[src/rtl/alloc_pkg.sv]
// Shared flit and allocator-state types for the butterfly-switch output allocator.
package alloc_pkg;

  typedef enum logic [1:0] {
    NULL = 2'b00,
    TAIL = 2'b01,
    BODY = 2'b10,
    HEAD = 2'b11
  } flit_type_e;

  typedef enum logic {
    IDLE   = 1'b0,
    LOCKED = 1'b1
  } alloc_state_e;

  // Flits that may continue a locked packet.
  function automatic logic is_payload(flit_type_e t);
    return (t == BODY) || (t == TAIL);
  endfunction

endpackage

[src/rtl/rr_arbiter.sv]
// Combinational rotating-priority arbiter: lowest set request at or above ptr,
// wrapping, found by scanning a doubled request vector with the low part masked.
module rr_arbiter #(
  parameter int PORTS = 4,
  parameter int ADR_W = $clog2(PORTS)
) (
  input  logic [PORTS-1:0] req,
  input  logic [ADR_W-1:0] ptr,
  output logic [PORTS-1:0] gnt,
  output logic             any
);

  logic [2*PORTS-1:0] dbl_req;
  logic               found;

  always_comb begin
    dbl_req = {req, req};
    gnt     = '0;
    found   = 1'b0;
    for (int j = 0; j < 2*PORTS; j++) begin
      if (!found && dbl_req[j] && (j >= int'(ptr))) begin
        gnt[j % PORTS] = 1'b1;
        found          = 1'b1;
      end
    end
    any = |req;
  end

endmodule

[src/rtl/rr_packet_allocator.sv]
// Output-port allocator: round-robin among HEAD requests addressed to r_adr,
// then holds the port for the winning input until its TAIL transfers.
module rr_packet_allocator
  import alloc_pkg::*;
#(
  parameter int PORTS = 4,
  parameter int ADR_W = $clog2(PORTS)
) (
  input  logic                   clk,
  input  logic                   rst_n,
  input  logic [ADR_W-1:0]       r_adr,
  input  logic [PORTS-1:0]       in_valid,
  input  logic [2*PORTS-1:0]     in_type,
  input  logic [ADR_W*PORTS-1:0] in_dest,
  input  logic                   out_ready,
  output logic [PORTS-1:0]       sel,
  output logic                   shift,
  output logic [PORTS-1:0]       in_ack,
  output logic                   busy,
  output logic [ADR_W-1:0]       owner,
  output logic                   err
);

  alloc_state_e     state_q, state_d;
  logic [ADR_W-1:0] ptr_q, ptr_d;
  logic [ADR_W-1:0] owner_q, owner_d;
  logic             err_q, err_d;

  flit_type_e       typ [PORTS];
  logic [PORTS-1:0] req;
  logic [PORTS-1:0] gnt;
  logic             any;
  logic [ADR_W-1:0] g_idx;
  flit_type_e       own_typ;
  logic             own_vld;

  always_comb begin
    for (int i = 0; i < PORTS; i++) begin
      typ[i] = flit_type_e'(in_type[2*i +: 2]);
      req[i] = in_valid[i] && (typ[i] == HEAD) &&
               (in_dest[ADR_W*i +: ADR_W] == r_adr);
    end
  end

  rr_arbiter #(
    .PORTS (PORTS),
    .ADR_W (ADR_W)
  ) u_arb (
    .req (req),
    .ptr (ptr_q),
    .gnt (gnt),
    .any (any)
  );

  always_comb begin
    g_idx = '0;
    for (int i = 0; i < PORTS; i++) begin
      if (gnt[i]) g_idx = ADR_W'(i);
    end
    own_typ = typ[owner_q];
    own_vld = in_valid[owner_q];
  end

  // Select and transfer are combinational so a request is served the same cycle.
  always_comb begin
    sel   = '0;
    shift = 1'b0;
    if (rst_n) begin
      if (state_q == IDLE) begin
        sel   = gnt;
        shift = any && out_ready;
      end else begin
        sel[owner_q] = 1'b1;
        shift        = out_ready && own_vld && is_payload(own_typ);
      end
    end
    in_ack = sel & {PORTS{shift}};
  end

  always_comb begin
    state_d = state_q;
    ptr_d   = ptr_q;
    owner_d = owner_q;
    err_d   = err_q;
    case (state_q)
      IDLE: begin
        if (shift) begin
          state_d = LOCKED;
          owner_d = g_idx;
          ptr_d   = g_idx + ADR_W'(1);
        end
      end
      LOCKED: begin
        if (shift && (own_typ == TAIL)) state_d = IDLE;
        // A second HEAD from the owner means the upstream lost a TAIL.
        if (own_vld && (own_typ == HEAD)) err_d = 1'b1;
      end
      default: state_d = IDLE;
    endcase
  end

  always_ff @(posedge clk or negedge rst_n) begin
    if (!rst_n) begin
      state_q <= IDLE;
      ptr_q   <= '0;
      owner_q <= '0;
      err_q   <= 1'b0;
    end else begin
      state_q <= state_d;
      ptr_q   <= ptr_d;
      owner_q <= owner_d;
      err_q   <= err_d;
    end
  end

  assign busy  = (state_q == LOCKED);
  assign owner = owner_q;
  assign err   = err_q;

endmodule

[config.mk]
export PLATFORM = sky130hd
export DESIGN_NAME = rr_packet_allocator
export DESIGN_NICKNAME = d
export VERILOG_FILES = /design/src/rtl/alloc_pkg.sv /design/src/rtl/rr_arbiter.sv /design/src/rtl/rr_packet_allocator.sv
export SDC_FILE = /design/constraint.sdc
export NUM_CORES = 1
export LEC_CHECK = 0
export ABC_AREA = 1
export CAP_MARGIN = 5
export CORE_UTILIZATION = 42
export DETAILED_ROUTE_END_ITERATION = 16
export GPL_TIMING_DRIVEN = 0
export PLACE_DENSITY = 0.85
export SLEW_MARGIN = 0
export SYNTH_ARGS = -nofsm -noshare
export SYNTH_HDL_FRONTEND = slang
export SYNTH_HIERARCHICAL = 1
export SYNTH_SLANG_ARGS = --single-unit
[constraint.sdc]
create_clock -name clk -period 4.9 [get_ports clk]
set_input_delay 1.225 -clock clk [delete_from_list [all_inputs] [get_ports clk]]
set_output_delay 1.225 -clock clk [all_outputs]
set_load 0.03 [all_outputs]
Word-level counts from Yosys, hierarchy flattened
Index checks and enable logic that the tools add are counted.
- word-level logic and storage cells: 91
- output and inout bits: 13
- bits in registers: 6
- reduce and logical (&&, ||, !) cells: 35
- add/sub/neg operators: 1
- magnitude comparators: 6
- bitwise gates (word level): 3
- mux-type cells: 31
- eq/ne operators: 11
- operators by type and width (cell ; count):
    logical AND 1 bit ; 24
    two-way mux 1 bit ; 21
    == test 2 bit, second input constant ; 6
    == test 2 bit ; 4
    two-way mux 2 bit ; 4
    two-way mux 4 bit ; 2
    zero test 1 bit ; 7
    AND 4 bit ; 1
    binary-select mux 2 bit (select 2 bit) ; 1
    >= comparator 1 x 2 -> 1 bit, first input constant ; 2
    AND reduction 2 bit ; 2
    OR reduction 4 bit ; 1
    >= comparator 3 bit, second input constant ; 1
    < comparator 2 x 3 -> 1 bit, second input constant ; 1
    NOT 2 -> 3 bit ; 1
    adder 2 x 1 -> 2 bit, second input constant ; 1
    binary-select mux 1 bit (select 2 bit) ; 1
    demux 1 bit (select 2 bit) ; 1
    == test 2 x 1 -> 1 bit, second input constant ; 1
    >= comparator 2 x 1 -> 1 bit, second input constant ; 1
    >= comparator 2 bit, first input constant ; 1
    one-hot mux 1 bit (2 select lines) ; 1
    logical OR 1 bit ; 1
    NOT 1 bit ; 1

Longest topological paths before layout
Gate-level depths: netlist (run 1).
- depth in word-level cells: 31
- depth in mapped cells: 11
- gate-level depth less buffers: 11

Modules after synthesis
Netlist (run 1), hierarchy kept.
- modules (own cells, without submodules) (module ; instances ; area each (um^2) ; cells an instance ; sequential area each (um^2)):
    rr_packet_allocator ; 1 ; 624.3 ; 97 ; 150.1
    rr_arbiter ; 1 ; 105.1 ; 23 ; 0.0

Least setup slack after synthesis (run 1)
OpenSTA, ideal clock, no wires.
- path kind: input-to-output
- start point: in r_adr[1]
- end point: out in_ack[0]
- arrival time: 2.760 ns
- setup slack: 0.915 ns
- data required time: 3.675 ns
- stages on the path: 8
- cells stage by stage: xor2_1 nor3_1 nor2_1 nand3_1 nor2_1 nor3_2 nand2_2 a21oi_1
- elaborated cells between the ends (all ways): 31
- classes of those cells: eq/ne (4); mux (9); bitwise (1); reduce/logical (17)
- RTL lines (element ; line ; source):
    start, declared ; rr_packet_allocator.sv:11 ; input logic [ADR_W-1:0] r_adr,
    == test 2 bit ; rr_packet_allocator.sv:41 ; (in_dest[ADR_W*i +: ADR_W] == r_adr);
    logical AND 1 bit ; rr_packet_allocator.sv:40 ; req[i] = in_valid[i] && (typ[i] == HEAD) &&
    via req[1] ; rr_packet_allocator.sv:30 ; logic [PORTS-1:0] req;
    OR reduction 4 bit ; rr_arbiter.sv:26 ; any = |req;
    via any ; rr_packet_allocator.sv:32 ; logic any;
    logical AND 1 bit ; rr_packet_allocator.sv:71 ; shift = any && out_ready;
    two-way mux 1 bit ; rr_packet_allocator.sv:69 ; if (state_q == IDLE) begin
    two-way mux 1 bit ; rr_packet_allocator.sv:68 ; if (rst_n) begin
    AND 4 bit ; rr_packet_allocator.sv:77 ; in_ack = sel & {PORTS{shift}};
    end, declared ; rr_packet_allocator.sv:18 ; output logic [PORTS-1:0] in_ack,
The timed path passes the listed nets, and every way through them passes these cells.

Worst setup path after layout (run 1)
- start point: in r_adr[0]
- end point: out in_ack[1]
- elaborated cells between the ends (all ways): 35
- classes of those cells: eq/ne (4); mux (11); bitwise (1); reduce/logical (19)
- RTL lines (element ; line ; source):
    == test 2 bit (*) ; rr_packet_allocator.sv:41 ;
    logical AND 1 bit (*) ; rr_packet_allocator.sv:40 ;
    via req[1] ; rr_packet_allocator.sv:30 ;
    logical AND 1 bit (2 in a row) ; rr_arbiter.sv:21 ; if (!found && dbl_req[j] && (j >= int'(ptr))) begin
    two-way mux 1 bit ; rr_arbiter.sv:21 ;
    zero test 1 bit ; rr_arbiter.sv:21 ;
    logical AND 1 bit (2 in a row) ; rr_arbiter.sv:21 ;
    two-way mux 1 bit ; rr_arbiter.sv:21 ;
    [5 not listed] ; n/a ;
    two-way mux 1 bit ; rr_arbiter.sv:21 ;
    zero test 1 bit ; rr_arbiter.sv:21 ;
    logical AND 1 bit ; rr_arbiter.sv:21 ;
    two-way mux 1 bit (*) ; rr_arbiter.sv:21 ;
    via gnt[1] ; rr_packet_allocator.sv:31 ; logic [PORTS-1:0] gnt;
    two-way mux 4 bit (*) ; rr_packet_allocator.sv:69 ;
    two-way mux 4 bit (*) ; rr_packet_allocator.sv:68 ;
    AND 4 bit (*) ; rr_packet_allocator.sv:77 ;
The timed path passes the listed nets; every way through them passes the cells marked *.

==> flow_summary.ini, run 1 <==
[clocking]
cts_root_buffer = clkbuf_4
clockBufferDepth = 2
clock_sinks = 6
cts_setup_buffers = 0
cts.clk_slew.worst_paths_ns = 0.05
holdBufCountCts = 0
clk_latency_ns = 0.24
htree_levels = 1
numCtsBuffers = 3
cts_tree = built

[timing]
tightest_slew_ns = 0.425
setup_viol_count_final = 0
skew_ns = 0.00344
hold_viol = 0
hold_ws_ns = 0.470
maxSlewViolCount = 0
min_period_ns = 4.75
slew_headroom_pct = 71.6
rsz0062_at_grt = no
fmax_ghz = 0.211
fin_crit_sh_pct = 96.9

[cells_and_area]
drive_above_1_share_pct = 10.0
area_growth_pct = 59.7
postLayoutCellArea_um2 = 1160
final_nets = 189
antenna_cells = 0

[global_route]
grt_max_degree = 11
antenna_found_initial = 0
use_met3_pct = 3.75
grt_first_pass_wirelength_um = 3770
grt_overflow = 0
grt_use_total_pct = 26.0
grtUsageMet1_pct = 32.4
grt_busiest_layer = met2
use_met2_pct = 48.4
grt_pass1_vias = 866

[critical_path]
crit_arrival_ns = 3.52
cp.required_ns = 3.67
crit_chain = clkdlybuf4s50_1 > xor2_1 > nor3_2 > nand2_1 > nand3_2 > nor2_2 > nand3_1 > nand2_1 > nor2_1 > nor2_1 > nand2_1 > a21oi_1 > dlygate4sd2_1
r2r_slack_ns = 3.04
cp_top_family = buffers and inverters
critPathMaxStageDelay_ns = 0.60
crit_type = input pin to output port
crit_top_cell = nand2_1
crit_path_end_kind = output port
startpoint_type = input pin
slowest_stage = clkdlybuf4s50_1
cp_max_fo = 5
crit_buf_inv = 2

[routing]
first_iter_violations = 26
vias = 930
viasPerCell = 5.28
finalWirelength_um = 2240
route.detailed.drc = 2
drtAntennaViolNets = 0
drtPass1Iterations = 10
drt-wirelength-per-cell_um = 12.7

[floorplanning]
start_util_pct = 46.8
num_io_pins = 38
core_um2 = 1560
die_area_um2 = 1910
fp.dieH_um = 43.7
dieWidth_um = 43.7
fp-row-count = 14

[synth]
netlist-cell-type-count = 21
seq_area_frac_synth_pct = 20.6
ys_warn_count = 6
netlist_area_um2 = 729
yosys.area.top_type = dfrtp_1
synthTopCellsByCount = nand2_1, inv_1, nand3_1, nor2_1
synthMostInstantiatedCell = nand2_1
netlist_top_cells_area = dfrtp_1, nand2_1, xor2_1
syn_avg_cell_area_um2 = 6.08
synthCells = 120
synth_top_area_share_pct = 20.6
synth_top_flop_cell = dfrtp_1
syn-num-nets = 147
ys_async_sr_fraction_pct = 100
synth.ff_latch_count = 6
synth-edff-count = 0

[job]
drv_cap = 0

[hold_path]
hp-class = flip-flop to flip-flop

[outcome]
violations = design-rule violations
outcome = finished, violations left

[placed_design]
dpl.hpwl_um = 1840
dpl_cell_area_um2 = 1120
portBuffers = 37
place.gp.congestion = 0.823

[power_and_ir_drop]
vdd_drop_max_mv = 0.310
total_leakage_power_nw = 0.646
power_density_nw_per_um2 = 389
==> sequential cells by signal, summed over array words and instances, names as in the netlist <==
register  count
busy          1
err           1
owner         2
ptr_q         2
==> layer usage <==
metal | vias to the layer above | share of wire (%)
met2 | 33 | 51
li1 | 473 | -
met4 | 0 | 0.67
met5 | - | 0
met1 | 422 | 43
met3 | 2 | 4.6
==> cell type report <==
cell class | instances | area [um^2]
Timing Repair Buffer | 37 | 378
Multi-Input combinational cell | 96 | 526
Clock buffer | 3 | 22.5
Sequential cell | 6 | 150
Inverter | 17 | 63.8
Fill cell | 131 | 394
Buffer | 1 | 5.00
Tap cell | 16 | 20.0
==> cell families (layout without fill, tap and decap cells) <==
family / Yosys count / after routing / synth area share [%]
XOR/XNOR: 8 / 8 / 9.61
adder cells (fa/ha/maj): 2 / 2 / 3.43
AND/OR/NAND/NOR: 69 / 69 / 44.6
buffers and inverters: 18 / 58 / 9.43
AO/OA/AOI/OAI: 17 / 17 / 12.4
flip-flops: 6 / 6 / 20.6
==> per-stage QoR <==
stage	worst slack, ns	std cells	power, mW	TNS [ns]	util (%)
after CTS	0.00898	176	0.455	0	74.0
after floorplan	0.915	120	0.289	0	-
after global placement	-0.0984	173	0.399	-0.396	71.8
after global routing	0.00724	176	0.492	0	74.7
after detailed placement	-0.163	173	0.407	-0.899	71.8
final	0.153	176	0.453	0	74.7
==> cell usage in the layout, fill, tap and decap left out <==
cell type        instances
clkbuf_2                 1
nor2_1                  11
o21a_1                   1
xor2_1                   8
or2_1                    1
nand2_2                  2
dlymetal6s2s_1           6
nand3_2                  1
inv_1                   15
nor2_2                   1
nand3_1                 11
buf_2                    1
nand2_1                 33
nand4_1                  3
dfrtp_1                  6
nor3_2                   4
nor3_1                   1
clkdlybuf4s50_1         28
ha_1                     2
clkbuf_4                 3
nand4_4                  1
dlygate4sd2_1            2
inv_2                    2
o21bai_1                 1
a21oi_1                  7
o21ai_0                  8
==> repair_timing <==
item | 4_1_cts | 5_1_grt
gates cloned | 0 | 0
endpoints found under the setup margin | 8 | 7
gates resized for setup | 6 | 8
==> path summary, 6_finish.rpt <==
kind | start | end | depth (start not counted)
max | r_adr[0] | in_ack[1] | 13
min | err$_DFFE_PN0P_ | err$_DFFE_PN0P_ | 1
max reg2reg | owner[1]$_DFFE_PN0P_ | busy$_DFF_PN0_ | 10
min reg2reg | err$_DFFE_PN0P_ | err$_DFFE_PN0P_ | 1
max in group asynchronous | rst_n | ptr_q[0]$_DFFE_PN0P_ | 1
min in group asynchronous | rst_n | busy$_DFF_PN0_ | 1
==> where the power goes <==
part	internal [mW]	switching, mW	total (mW)
Combinational	0.122	0.187	0.309
Sequential	0.0710	0.0281	0.0991
Clock	0.0276	0.0169	0.0446
Note: power is estimated with default switching activity, not from simulation.
==> run 2, diff against run 1 <==
--- a/config.mk
+++ b/config.mk
@@ -6,11 +6,11 @@
 export NUM_CORES = 1
 export LEC_CHECK = 0
 export ABC_AREA = 1
-export CAP_MARGIN = 5
 export CORE_UTILIZATION = 42
 export DETAILED_ROUTE_END_ITERATION = 16
 export GPL_TIMING_DRIVEN = 0
 export PLACE_DENSITY = 0.85
+export RECOVER_POWER = 100
 export SLEW_MARGIN = 0
 export SYNTH_ARGS = -nofsm -noshare
 export SYNTH_HDL_FRONTEND = slang
==> run 2 against run 1 <==
  * The flow still finishes with violations (design-rule violations)
  * Core utilization is 3.4 points lower
  * Global-route usage unchanged
  * Sequential power is 0.7% lower
  * Largest cell class unchanged
  * Largest power group unchanged
  * Highest routed layer unchanged
==> flow_summary.ini, run 2 (synthesized netlist as in run 1, its figures left out) <==
[outcome]
outcome = finished, violations left
violations = design-rule violations

[routing]
routed-wl-met3_um = 114
viasPerCell = 5.23
met1Wirelength_um = 947
drtAntennaViolNets = 0
first_iter_violations = 24
met2WireLength_um = 1160
drtPass1Iterations = 10
route.detailed.drc = 2
vias = 921
drt-wirelength-per-cell_um = 12.7
highest_layer = met4
finalWirelength_um = 2230

[clocking]
holdBufCountCts = 0
cts_resized = 6
clk_latency_ns = 0.24
cts.clk_slew.worst_paths_ns = 0.05
numCtsBuffers = 3
cts_tree = built
cts_root_buffer = clkbuf_4
htree_levels = 1
cts_setup_buffers = 0
clock_sinks = 6
clockBufferDepth = 2

[floorplanning]
core_um2 = 1560
fp-row-count = 14
die_area_um2 = 1910
num_io_pins = 38
dieWidth_um = 43.7
fp.dieH_um = 43.7
start_util_pct = 46.8

[critical_path]
cp.required_ns = 3.67
crit_path_end_kind = output port
critPathMaxStageDelay_ns = 0.60
crit_buf_inv = 2
crit_chain = clkdlybuf4s50_1 > xor2_1 > nor3_2 > nand2_1 > nand3_2 > nor2_2 > nand3_1 > nand2_1 > nor2_1 > nor2_1 > nand2_1 > a21oi_1 > dlygate4sd2_1
crit_type = input pin to output port
slowest_stage = clkdlybuf4s50_1
crit_arrival_ns = 3.51
cp_max_fo = 5
startpoint_type = input pin
cp_top_family = buffers and inverters
r2r_slack_ns = 3.05
crit_top_cell = nand2_1

[cells_and_area]
antenna_cells = 0
final_nets = 189
postLayoutCellArea_um2 = 1110
fin_util_pct = 71.3
layout_commonest_cell = nand2_1
final_cell_mix = nand2_1, clkdlybuf4s50_1, inv_1
drive_above_1_share_pct = 10.0
area_growth_pct = 52.5
final_cells = 176

[global_route]
grt_use_total_pct = 26.0
grt_first_pass_wirelength_um = 3770
grt_max_degree = 11
antenna_found_initial = 0
grt_pass1_vias = 866
grt_overflow = 0

[timing]
tightest_slew_ns = 0.423
maxSlewViolCount = 0
fin_crit_sh_pct = 96.7
fmax_ghz = 0.211
min_period_ns = 4.74
slew_headroom_pct = 71.7
skew_ns = 0.00230
hold_viol = 0
setup_viol_count_final = 0
rsz0062_at_grt = no

[hold_path]
hp-class = flip-flop to flip-flop

[placed_design]
dpl.hpwl_um = 1840
dpl_cell_area_um2 = 1120
place.gp.congestion = 0.823
placedCellCount = 173
portBuffers = 37

[power_and_ir_drop]
power_density_nw_per_um2 = 389
power_uw = 433
total_leakage_power_nw = 0.535
vdd_drop_max_mv = 0.299

[job]
drv_cap = 0
[run 2: cell count changes in the layout (fill, tap and decap cells not counted), sizes merged]
cell and delta:
clkbuf +6, clkdlybuf4s50 -6, dlygate4sd3 +6, dlymetal6s2s -6
[run 2: path summary, 6_finish.rpt]
check,start,to,cells past startpoint
setup / recovery,r_adr[0],in_ack[1],13
hold / removal,err$_DFFE_PN0P_,err$_DFFE_PN0P_,1
setup reg to reg,owner[1]$_DFFE_PN0P_,busy$_DFF_PN0_,10
hold reg to reg,err$_DFFE_PN0P_,err$_DFFE_PN0P_,1
max in group asynchronous,rst_n,ptr_q[0]$_DFFE_PN0P_,1
min in group asynchronous,rst_n,err$_DFFE_PN0P_,1
[run 2: worst register-to-register path, cell delays in order, from the launching register on]
cell,delay [ns]
dfrtp_1,0.37
buf_2,0.18
nor2_1,0.19
nand2_1,0.07
nand4_1,0.14
inv_1,0.06
ha_1,0.28
nor3_2,0.22
nand3_1,0.11
nand2_1,0.07
nand2_1,0.05
[run 2: report_power, final]
part | total, mW | internal, mW | switching (mW)
Clock | 0.0443 | 0.0276 | 0.0167
Combinational | 0.290 | 0.102 | 0.188
Sequential | 0.0984 | 0.0710 | 0.0274
[run 2: metrics by stage]
stage | worst slack [ns] | hold slack [ns] | setup TNS [ns]
floorplan | 0.915 | 0.486 | 0
detailed placement | -0.163 | 0.462 | -0.899
finish | 0.163 | 0.464 | 0
global placement | -0.0984 | 0.461 | -0.396
CTS | 0.00898 | 0.476 | 0
global route | 0.00745 | 0.487 | 0
[run 2: final cells by class]
cell class              count  area, um^2
clock buffers               3        22.5
fillers                   136         447
repair buffers             37         325
multi-input cells          96         526
flip-flops and latches      6         150
plain buffers               1        5.00
well taps                  16        20.0
inverters                  17        63.8
[run 2: per-layer routing]
metal | track usage (%) | vias to the layer above
li1 | - | 474
met1 | 32.4 | 414
met2 | 48.4 | 31
met3 | 3.75 | 2
met4 | 3.13 | 0
met5 | 0 | -
